`src/rtl/uart_rx_ctrl_gen.sv`:
```
// Purpose : oversampled UART receiver with majority-vote bit decisions, parity/stop checking and optional break detection.
// Latency : result pulse (DATA_VALID / PAR_ERR / STP_ERR / BREAK) is registered one cycle after the last stop bit's decision cycle.
// Backpr. : none; the serial line cannot be stalled, so each result is a single-cycle pulse that must be captured when seen.
//
// Ports   : CLK, RST (async, active-low); RX_IN serial line (idle high);
//           PAR_EN / PAR_TYP / STOP2 / prescale frame format, latched at the start edge;
//           P_DATA received word; DATA_VALID, PAR_ERR, STP_ERR, BREAK one-cycle pulses; BUSY high outside IDLE.
// Config  : define UART_RX_BREAK_DET_EN to report all-zero frames as BREAK (otherwise BREAK is tied low).
module uart_rx_ctrl_gen #(
  parameter int DATA_W  = 8,
  parameter int PRESC_W = 6
) (
  input  logic               CLK,
  input  logic               RST,
  input  logic               RX_IN,
  input  logic               PAR_EN,
  input  logic               PAR_TYP,
  input  logic               STOP2,
  input  logic [PRESC_W-1:0] prescale,
  output logic [DATA_W-1:0]  P_DATA,
  output logic               DATA_VALID,
  output logic               PAR_ERR,
  output logic               STP_ERR,
  output logic               BREAK,
  output logic               BUSY
);

  localparam int BCW = $clog2(DATA_W);
  localparam logic [BCW-1:0] BIT_LAST = BCW'(DATA_W - 1);

  typedef enum logic [2:0] {IDLE, START, DATA, PARITY, STOP_A, STOP_B} state_t;

  state_t             state, state_nxt;
  logic [PRESC_W-1:0] edge_cnt;
  logic [PRESC_W-1:0] p_lat;
  logic [PRESC_W-1:0] half;
  logic [BCW-1:0]     bit_cnt;
  logic [DATA_W-1:0]  shreg;
  logic [2:0]         smp;
  logic               par_en_l, par_typ_l, stop2_l;
  logic               par_bad, stp_bad;
  logic               bit_end, maj, stp_now, frame_end;
  logic               brk_hit, brk_wait;

  // Only the three supported oversampling ratios are honoured; anything else runs at 8.
  function automatic logic [PRESC_W-1:0] legal_p(input logic [PRESC_W-1:0] p);
    if (p == PRESC_W'(16) || p == PRESC_W'(32)) return p;
    return PRESC_W'(8);
  endfunction

  assign half    = p_lat >> 1;
  assign bit_end = (edge_cnt == p_lat - PRESC_W'(1));
  // The three mid-bit samples are all stored before the decision cycle (P >= 8).
  assign maj     = (smp[0] & smp[1]) | (smp[0] & smp[2]) | (smp[1] & smp[2]);
  assign stp_now = stp_bad | ~maj;

  always_ff @(posedge CLK or negedge RST) begin
    if (!RST) state <= IDLE;
    else      state <= state_nxt;
  end

  always_comb begin
    state_nxt = state;
    frame_end = 1'b0;
    case (state)
      IDLE:   if (!RX_IN && !brk_wait) state_nxt = START;
      START:  if (bit_end) state_nxt = maj ? IDLE : DATA;
      DATA:   if (bit_end && bit_cnt == BIT_LAST) state_nxt = par_en_l ? PARITY : STOP_A;
      PARITY: if (bit_end) state_nxt = STOP_A;
      STOP_A: if (bit_end) begin
                if (stop2_l && !brk_hit) state_nxt = STOP_B;
                else begin
                  state_nxt = IDLE;
                  frame_end = 1'b1;
                end
              end
      STOP_B: if (bit_end) begin
                state_nxt = IDLE;
                frame_end = 1'b1;
              end
      default: state_nxt = IDLE;
    endcase
  end

  always_ff @(posedge CLK or negedge RST) begin
    if (!RST) begin
      edge_cnt   <= '0;
      bit_cnt    <= '0;
      p_lat      <= PRESC_W'(8);
      par_en_l   <= 1'b0;
      par_typ_l  <= 1'b0;
      stop2_l    <= 1'b0;
      shreg      <= '0;
      smp        <= 3'b111;
      par_bad    <= 1'b0;
      stp_bad    <= 1'b0;
      P_DATA     <= '0;
      DATA_VALID <= 1'b0;
      PAR_ERR    <= 1'b0;
      STP_ERR    <= 1'b0;
      BREAK      <= 1'b0;
      BUSY       <= 1'b0;
    end else begin
      DATA_VALID <= 1'b0;
      PAR_ERR    <= 1'b0;
      STP_ERR    <= 1'b0;
      BREAK      <= brk_hit;
      BUSY       <= (state_nxt != IDLE);

      if (state == IDLE) begin
        edge_cnt <= '0;
        bit_cnt  <= '0;
        if (state_nxt == START) begin
          p_lat     <= legal_p(prescale);
          par_en_l  <= PAR_EN;
          par_typ_l <= PAR_TYP;
          stop2_l   <= STOP2;
          par_bad   <= 1'b0;
          stp_bad   <= 1'b0;
        end
      end else begin
        edge_cnt <= bit_end ? '0 : edge_cnt + PRESC_W'(1);
        if (edge_cnt == half - PRESC_W'(1)) smp[0] <= RX_IN;
        if (edge_cnt == half)               smp[1] <= RX_IN;
        if (edge_cnt == half + PRESC_W'(1)) smp[2] <= RX_IN;
        if (bit_end) begin
          case (state)
            DATA: begin
              shreg   <= {maj, shreg[DATA_W-1:1]};
              bit_cnt <= bit_cnt + BCW'(1);
            end
            PARITY:         if (((^shreg) ^ maj) != par_typ_l) par_bad <= 1'b1;
            STOP_A, STOP_B: if (!maj) stp_bad <= 1'b1;
            default: ;
          endcase
        end
        // A bad frame leaves P_DATA holding the last good word.
        if (frame_end && !brk_hit) begin
          if (!par_bad && !stp_now) begin
            P_DATA     <= shreg;
            DATA_VALID <= 1'b1;
          end else begin
            PAR_ERR <= par_bad;
            STP_ERR <= stp_now;
          end
        end
      end
    end
  end

`ifdef UART_RX_BREAK_DET_EN
  logic all_zero;

  assign brk_hit = (state == STOP_A) && bit_end && !maj && all_zero;

  // After a break the line is held low; wait for it to return high before hunting a new start bit.
  always_ff @(posedge CLK or negedge RST) begin
    if (!RST) begin
      all_zero <= 1'b0;
      brk_wait <= 1'b0;
    end else begin
      if (state == IDLE) all_zero <= 1'b1;
      else if (bit_end && maj && (state == DATA || state == PARITY)) all_zero <= 1'b0;
      if (brk_hit) brk_wait <= 1'b1;
      else if (state == IDLE && RX_IN) brk_wait <= 1'b0;
    end
  end
`else
  assign brk_hit  = 1'b0;
  assign brk_wait = 1'b0;
`endif

endmodule

```
`config.mk`:
```
export PLATFORM = sky130hd
export DESIGN_NAME = uart_rx_ctrl_gen
export DESIGN_NICKNAME = d
export VERILOG_FILES = /design/src/rtl/uart_rx_ctrl_gen.sv
export SDC_FILE = /design/constraint.sdc
export NUM_CORES = 1
export LEC_CHECK = 0
export CAP_MARGIN = 20
export CORE_UTILIZATION = 56
export DETAILED_ROUTE_END_ITERATION = 8
export PLACE_DENSITY = 0.79
export SETUP_SLACK_MARGIN = 0.05
export SYNTH_ARGS = -nofsm -noshare
export SYNTH_HDL_FRONTEND = slang
export SYNTH_SLANG_ARGS = --single-unit
export TNS_END_PERCENT = 10
```
`constraint.sdc`:
```
create_clock -name CLK -period 3.5 [get_ports CLK]
set_input_delay 0.7 -clock CLK [delete_from_list [all_inputs] [get_ports CLK]]
set_output_delay 0.7 -clock CLK [all_outputs]
set_load 0.02 [all_outputs]
```
After elaboration in Yosys (flattened, before gate mapping)
Index checks and enable logic that the tools add are counted.
{"block": "word_totals", "register_bits": 46, "inputBits": 12, "out_inout_bits": 13, "word_cells": 113}
{"block": "classes", "addsub": 5, "n_eq_ne": 16, "muxes": 42, "n_bitwise": 9, "reduce_logical": 23}
{"op": "two-way mux 3 bit", "n": 11}
{"op": "two-way mux 1 bit", "n": 24}
{"op": "two-way mux 6 bit", "n": 4}
{"op": "== test 6 bit", "n": 3}
{"op": "case mux 3 bit (6 select lines)", "n": 1}
{"op": "AND reduction 2 bit", "n": 5}
{"op": "nonzero test 2 bit", "n": 5}
{"op": "== test 3 bit (second input constant)", "n": 3}
{"op": "AND reduction 4 bit", "n": 2}
{"op": "XOR reduction 8 bit", "n": 1}
{"op": "adder 5 x 1 -> 6 bit (second input constant)", "n": 1}
{"op": "adder 6 x 1 -> 6 bit (second input constant)", "n": 1}
{"op": "== test 3 x 1 -> 1 bit (second input constant)", "n": 2}
{"op": "== test 3 x 2 -> 1 bit (second input constant)", "n": 2}
{"op": "== test 6 x 5 -> 1 bit", "n": 1}
{"op": "== test 6 x 5 -> 1 bit (second input constant)", "n": 1}
{"op": "== test 6 bit (second input constant)", "n": 1}
{"op": "AND reduction 3 bit", "n": 2}
{"op": "subtractor 5 x 1 -> 6 bit (second input constant)", "n": 1}
{"op": "subtractor 6 x 1 -> 6 bit (second input constant)", "n": 1}
{"op": "inequality test 2 x 1 -> 1 bit (second input constant)", "n": 2}
{"op": "adder 3 x 1 -> 3 bit (second input constant)", "n": 1}
{"op": "AND 1 bit", "n": 3}
{"op": "logical NOT 3 bit", "n": 1}
{"op": "other kinds (11)", "n": 16}

Depth between registers and ports, before layout
Gate-level depths: netlist (run 1).
{"block": "logic_depth", "ltp_word": 10, "mapped_depth": 10, "depth_no_buf": 8}

Least setup slack after synthesis (run 1)
OpenSTA, ideal clock, no wires.
{"block": "synth_timing", "path_type": "register -> register", "start": "register p_lat[2]", "end": "register P_DATA[0]", "setup_time_ns": 0.125, "arrival_time_ns": 2.364, "t_required_ns": 3.375, "slack_ns": 1.012, "stages_incl_launch_ff": 10, "n_path_buf": 1, "synth_period_minus_slack_ns": 2.488, "path_cell_list": "dfrtp_1 buf_4 inv_1 ha_1 a21boi_1 and3_1 o211a_1 nand2_2 nor4_4 mux2_2"}
{"block": "synth_between", "elab_chain_cells": 5, "elab_cells_between_ends": 6, "cone_classes": "add/sub: 1; eq/ne: 1; mux: 3; reduce/logical: 1"}
{"item": "start, declared", "line": "35", "rtl": "logic [PRESC_W-1:0] p_lat;"}
{"item": "start signal, assigned", "line": "114", "rtl": "p_lat <= legal_p(prescale);"}
{"item": "subtractor 6 x 1 -> 6 bit (*)", "line": "52", "rtl": "assign bit_end = (edge_cnt == p_lat - PRESC_W'(1));"}
{"item": "== test 6 bit (*)", "line": "52"}
{"item": "two-way mux 1 bit (on tied branches)", "line": "77, 70"}
{"item": "case mux 1 bit (2 select lines) (*)", "line": "65", "rtl": "case (state)"}
{"item": "AND reduction 3 bit (no source line) (*)"}
{"item": "end signal, assigned", "line": "140", "rtl": "P_DATA <= shreg;"}
{"item": "end, declared", "line": "20", "rtl": "output logic [DATA_W-1:0] P_DATA,"}
Every way passes the cells marked *; elsewhere a longest branch is shown, timed or not.
A chain may end at the register's enable or synchronous reset.

Final worst setup path (run 1)
{"block": "layout_timing", "start": "register p_lat[2]", "end": "register P_DATA[2]"}
Same word-level chain as after synthesis.

==> impl_metrics.csv, run 1 <==
group,metric,value,unit
run_status,status,"completed",
finish,n_antenna_cell,0,
drt,via_per_inst,5.874,
worst_setup_path,worstSetupPathType,"reg -> reg",
cts,cts_tree,"yes",
synthesis,synth_cell_type_count,48,
worst_setup_path,setup.worst_path.start_class,"flop",
cts,hold_buffers,0,
synthesis,netlist.area_leader.share,42.42,%
worst_setup_path,reg2reg_depth,8,
cts,numCtsBuffers,5,
drt,vias,1774,
drt,firstDrtPassIters,5,
timing,period_share,82.55,%
cts,clockBufferDepth,2,
power_and_ir_drop,total_power,0.002212,W
cts,cts_resized,0,
synthesis,yosysSeqAreaShare,46.67,%
cts,clk_latency,300,ps
timing,holdWs,331.4,ps
power_and_ir_drop,p_int,0.001280,W
cts,post_cts.repair.setup_buffers,0,
drt,wl,4.594,mm
global_route,grt_pass1_wl,7.403,mm
timing,slew_violations,0,
timing,rsz0062_at_grt,"no",
timing,worst_pin_slew,639.5,ps
finish,layout.nets,271,
timing,hold_viol,0,
finish,final_common_cell,"dfrtp_1",
cts,clkTransAtPathRegs,80,ps
timing,max_freq,346.1,MHz
min_path,hold_path_class,"in -> async",
cts,clockRootBuffer,"clkbuf_8",
timing,setup_violations,0,
timing,finClkSkew,6.216,ps
drt,met3WireLength,258,um
synthesis,async_flop_share,100.0,%
synthesis,postSynthCellCount,231,
power_and_ir_drop,powerDensity,786.0,nW/um^2
power_and_ir_drop,clock_power_share,13.9,%
synthesis,syn_area_per_cell,10.72,um^2
drt,wl_per_cell,15.21,um
synthesis,synth-edff-count,0,
die,core_area,4115,um^2
timing,slew_headroom,57.04,%
place,portBuffers,23,
die,ioPinCount,25,
worst_setup_path,worst_ep_required_time,3680,ps
drt,ant_nets,0,
power_and_ir_drop,p_sw_share,42.13,%
cts,htreeDepth,2,
flow_run,maxCapViolations,0,
synthesis,synthesis.nets,250,
finish,syn2layout_area_growth,13.59,%
power_and_ir_drop,p_sw,0.0009319,W
worst_setup_path,critPathMaxFanout,12,
cts,cts.sinks,46,
global_route,grt_util_all_layers,21.58,%
global_route,grt_pass1_vias,1597,
global_route,grt.overflow.total,0,
synthesis,yosys_warnings,0,
finish,drive_gt1_share,14.29,%
place,gp_congestion,0.8702,
place,hpwl,3.353,mm
finish,fillers,318,
power_and_ir_drop,p_leak,1.254,nW
global_route,grt_max_degree,47,
power_and_ir_drop,seqPwrFrac,40.3,%
timing,fin_crit,2889,ps
global_route,antenna_found_initial,0,
finish,layout_common_cells,"42 x dfrtp_1, 22 x clkdlybuf4s50_1, 20 x nor2_1, 20 x mux2_2, 18 x xnor2_1",
place,placement.cell_area,2714,um^2
drt,drtIter0Drc,166,
power_and_ir_drop,peakVddDrop,0.4720,mV
die,start_util,60.20,%
die,die_w,68.51,um
timing,finalSetupTns,0,ps
die,dieArea,4694,um^2
worst_setup_path,arrival,3070,ps
drt,route.met2.wl,2.083,mm
finish,fin_area,2814,um^2
synthesis,ys.flop_type,"dfrtp_1",
drt,top_layer,"met4",
synthesis,synth_seq_cells,46,
power_and_ir_drop,comb_power_share,45.9,%
die,dieHeight,68.51,um
synthesis,syn_area,2477,um^2
drt,wirelength_met1,2.205,mm
synthesis,synth_area_leaders,"dfrtp_1 42%, mux2_2 9.1%, xnor2_1 6.4%",
drt,drcViolationCount,0,
worst_setup_path,crit_path_end_kind,"flop",
synthesis,synth_top_area_cell,"dfrtp_1",
die,std_cell_rows,23,
## state kept, by name (all words and copies together), names as in the netlist
register	flops
P_DATA	8
shreg	8
edge_cnt	6
p_lat	6
bit_cnt	3
smp	3
state	3
BUSY	1
DATA_VALID	1
PAR_ERR	1
STP_ERR	1
par_bad	1
par_en_l	1
par_typ_l	1
stop2_l	1
stp_bad	1
## power groups by stage
stage	sequential [W]	clock (W)	combinational, W
floorplan	0.000793	0	0.000899
global placement	0.000893	0	0.000980
detailed placement	0.000895	0	0.000996
CTS	0.000886	0.000315	0.00101
global route	0.000912	0.000331	0.00112
finish	0.000891	0.000306	0.00101
## cells by family (layout without fill, tap and decap cells)
kind of cell	after synthesis	after routing	share of synthesized area, %
AND/OR/NAND/NOR	73	73	15.30
flip-flops	46	46	46.67
AO/OA/AOI/OAI	36	36	10.96
XOR/XNOR	32	32	11.31
multiplexers	20	20	9.091
buffers and inverters	16	37	2.980
adder cells (fa/ha/maj)	7	7	3.535
other	1	1	0.1514
## stage by stage
stage,worst slack (ps),instances,util [%]
6_report,610.8,302,68.38
5_1_grt,387.7,302,68.38
4_1_cts,614.6,301,67.89
3_5_place_dp,635.0,294,65.95
3_3_place_gp,741.0,294,65.95
2_1_floorplan,1012,231,-
## final cells by class
cell class                      instances  area [um^2]  area share [%]
Sequential cell                        46         1156           41.08
Timing Repair Buffer                   24        245.2           8.715
Inverter                                6        22.52          0.8004
Clock buffer                            6        72.57           2.579
Tap cell                               50        62.56           2.223
Multi-Input combinational cell        169         1247           44.33
Clock inverter                          1        7.507          0.2668
## metal layers
metal / up-vias / track usage [%]
li1: 859 / -
met4: 0 / 5.729
met5: - / 0
met2: 55 / 33.70
met3: 7 / 4.934
met1: 853 / 30.12
## path summary, 6_finish.rpt
kind | slack [ps] | to | startpoint
max | 610 | P_DATA[2] | p_lat[2]
min | 330 | par_en_l | RST
max reg2reg | 610 | P_DATA[2] | p_lat[2]
min reg2reg | 500 | stop2_l | stop2_l
max in group asynchronous | 2600 | p_lat[3] | RST
min in group CLK | 500 | stop2_l | stop2_l
## synth_stat cells, types with 3 or more instances
cell,instances
ha_1,7
xnor2_1,18
clkbuf_1,5
xor2_1,14
inv_1,6
a22o_1,7
and3_1,3
dfrtp_1,42
mux2_2,20
nor3_1,8
nand3_1,5
buf_4,3
or3_1,3
nand2_1,15
nor2_1,20
a21oi_1,4
o21ai_0,6
dfstp_2,4
nand4_1,4
## critical path, stage by stage (launching register included)
cell and delay [ps]:
dfrtp_1 480, inv_1 160, ha_1 210, a21boi_1 280
and3_1 220, o211a_1 180, nand2_2 160, nor4_4 660
mux2_2 410
Note: power is estimated with default switching activity, not from simulation.
==> inputs of run 2 (changes only) <==
- CORE_UTILIZATION: 56 -> 51
- PLACE_DENSITY: 0.79 -> 0.76
- clock period: 3.5 -> 2.4 ns (I/O delays scaled with it)
==> run 2 against run 1 <==
  * Global-route usage shrank 0.69 points
  * Setup slack lost 510 ps
  * Sequential power grew 39%
  * Critical path depth grew 1
==> impl_metrics.csv, run 2 (synthesis results as in run 1) <==
group,metric,value,unit
place,gp_congestion,0.8993,
cts,clockRootBuffer,"clkbuf_8",
cts,cts.sinks,46,
drt,drcViolationCount,0,
finish,stdcell_count,315,
finish,fillers,337,
drt,drtIter0Drc,123,
finish,drive_gt1_share,19.39,%
drt,firstDrtPassIters,4,
timing,worst_pin_slew,627.8,ps
finish,fin_util,65.31,%
power_and_ir_drop,powerDensity,1191,nW/um^2
die,core_area,4504,um^2
global_route,grt_pass1_vias,1799,
worst_setup_path,crit_slowest_cell,"dfrtp_1",
cts,cts_tree,"yes",
die,die_w,71.70,um
finish,syn2layout_area_growth,18.74,%
place,dp_cells,306,
place,portBuffers,23,
worst_setup_path,setup.worst_path.start_class,"flop",
timing,rsz0062_at_grt,"yes",
power_and_ir_drop,p_sw_share,40.70,%
worst_setup_path,worstSetupPathType,"reg -> reg",
timing,hold_viol,0,
finish,layout.nets,281,
global_route,grt_max_degree,23,
timing,finClkSkew,11.03,ps
timing,max_freq,434.8,MHz
global_route,grt.overflow.total,0,
die,ioPinCount,25,
finish,n_antenna_cell,0,
worst_setup_path,critPathMaxFanout,9,
cts,hold_buffers,0,
timing,slew_violations,0,
run_status,status,"completed",
global_route,grt_util_all_layers,20.90,%
power_and_ir_drop,comb_power_share,48.3,%
drt,wl_per_cell,14.97,um
finish,reg.largest.list,"P_DATA x8, shreg x8",
worst_setup_path,worst_ep_required_time,2590,ps
place,placement.cell_area,2795,um^2
finish,final_common_cell,"dfrtp_1",
cts,htreeDepth,2,
cts,clk_latency,300,ps
power_and_ir_drop,clock_power_share,16.4,%
worst_setup_path,crit_chain,"inv_1 -> ha_2 -> nand3b_1 -> o211a_1 -> o31ai_4 -> nand2_4 -> nor4_4 -> buf_6 -> mux2_2",
global_route,antenna_found_initial,0,
finish,fin_area,2942,um^2
timing,slew_headroom,57.99,%
worst_setup_path,crit_path_end_kind,"flop",
cts,numCtsBuffers,5,
timing,period_share,95.83,%
power_and_ir_drop,p_sw,0.001426,W
timing,setup_violations,0,
worst_setup_path,reg2reg_depth,9,
timing,fin_crit,2300,ps
drt,wl,4.715,mm
power_and_ir_drop,p_int,0.002078,W
die,dieHeight,71.70,um
die,dieArea,5140,um^2
die,std_cell_rows,24,
global_route,grt_pass1_wl,8.307,mm
power_and_ir_drop,peakVddDrop,0.5992,mV
power_and_ir_drop,total_power,0.003505,W
drt,via_per_inst,5.686,
cts,clkTransAtPathRegs,90,ps
die,start_util,55.00,%
flow_run,maxCapViolations,0,
power_and_ir_drop,p_leak,1.322,nW
drt,ant_nets,0,
place,hpwl,3.511,mm
worst_setup_path,arrival,2490,ps
finish,layout_common_cells,"42 x dfrtp_1, 22 x clkdlybuf4s50_1, 20 x nor2_1, 20 x mux2_2, 18 x xnor2_1",
power_and_ir_drop,seqPwrFrac,35.3,%
min_path,hold_path_class,"in -> async",
drt,vias,1791,
worst_setup_path,max_stage_delay,390,ps
cts,clockBufferDepth,2,
## run 2: routing by layer
layer  global-route usage [%]  routed length (um)  vias to the layer above
li1                         -                   -                      881
met1                    30.35                2428                      865
met2                    30.92                2048                       38
met3                    4.360                 165                        7
met4                    7.843                  73                        0
met5                        0                   0                        -
## run 2: path summary, 6_finish.rpt
kind / start / end / slack [ps]
max: p_lat[1] / P_DATA[0] / 100
min: RST / PAR_ERR / 130
max reg2reg: p_lat[1] / P_DATA[0] / 100
min reg2reg: stop2_l / stop2_l / 490
max in group asynchronous: RST / shreg[0] / 1680
min in group CLK: stop2_l / stop2_l / 490
## run 2: power groups by stage
stage / registers [W] / clock network (W) / logic (W)
global route: 0.00127 / 0.000617 / 0.00189
finish: 0.00124 / 0.000574 / 0.00169
CTS: 0.00123 / 0.000582 / 0.00165
floorplan: 0.00116 / 0 / 0.00132
global placement: 0.00124 / 0 / 0.00159
detailed placement: 0.00125 / 0 / 0.00161
## run 2: worst max-delay path, delay by kind of cell (launching register included)
| kind | cells | cell delay (ps) |
|---|---|---|
| buffers and inverters | 2 | 310 |
| and+or+nand+nor | 3 | 400 |
| adders and majority gates | 1 | 250 |
| muxes | 1 | 350 |
| AOI/OAI and AO/OA | 2 | 510 |
| DFF | 1 | 390 |
## run 2: through the flow
stage	setup TNS [ps]	hold WS (ps)	worst slack, ps
floorplan	0	184.4	110.5
global placement	0	471.2	66.53
detailed placement	0	467.0	25.00
CTS	0	143.4	48.48
global route	-313.7	162.7	-47.14
finish	0	126.8	100.0
## run 2: cell type report
class	count	area (um^2)	area share [%]
Clock inverter	2	37.54	1.276
Timing Repair Buffer	34	311.5	10.59
Sequential cell	46	1156	39.30
Multi-Input combinational cell	169	1276	43.39
Clock buffer	6	72.57	2.467
Tap cell	52	65.06	2.212
Inverter	6	22.52	0.7656
## run 2: repair_timing
| action | in CTS | in global routing |
|---|---|---|
| endpoints found under the setup margin | 10 | 11 |
| gates resized for setup | 1 | 5 |
| pin swaps | 1 | 1 |
| setup buffers | 1 | 0 |
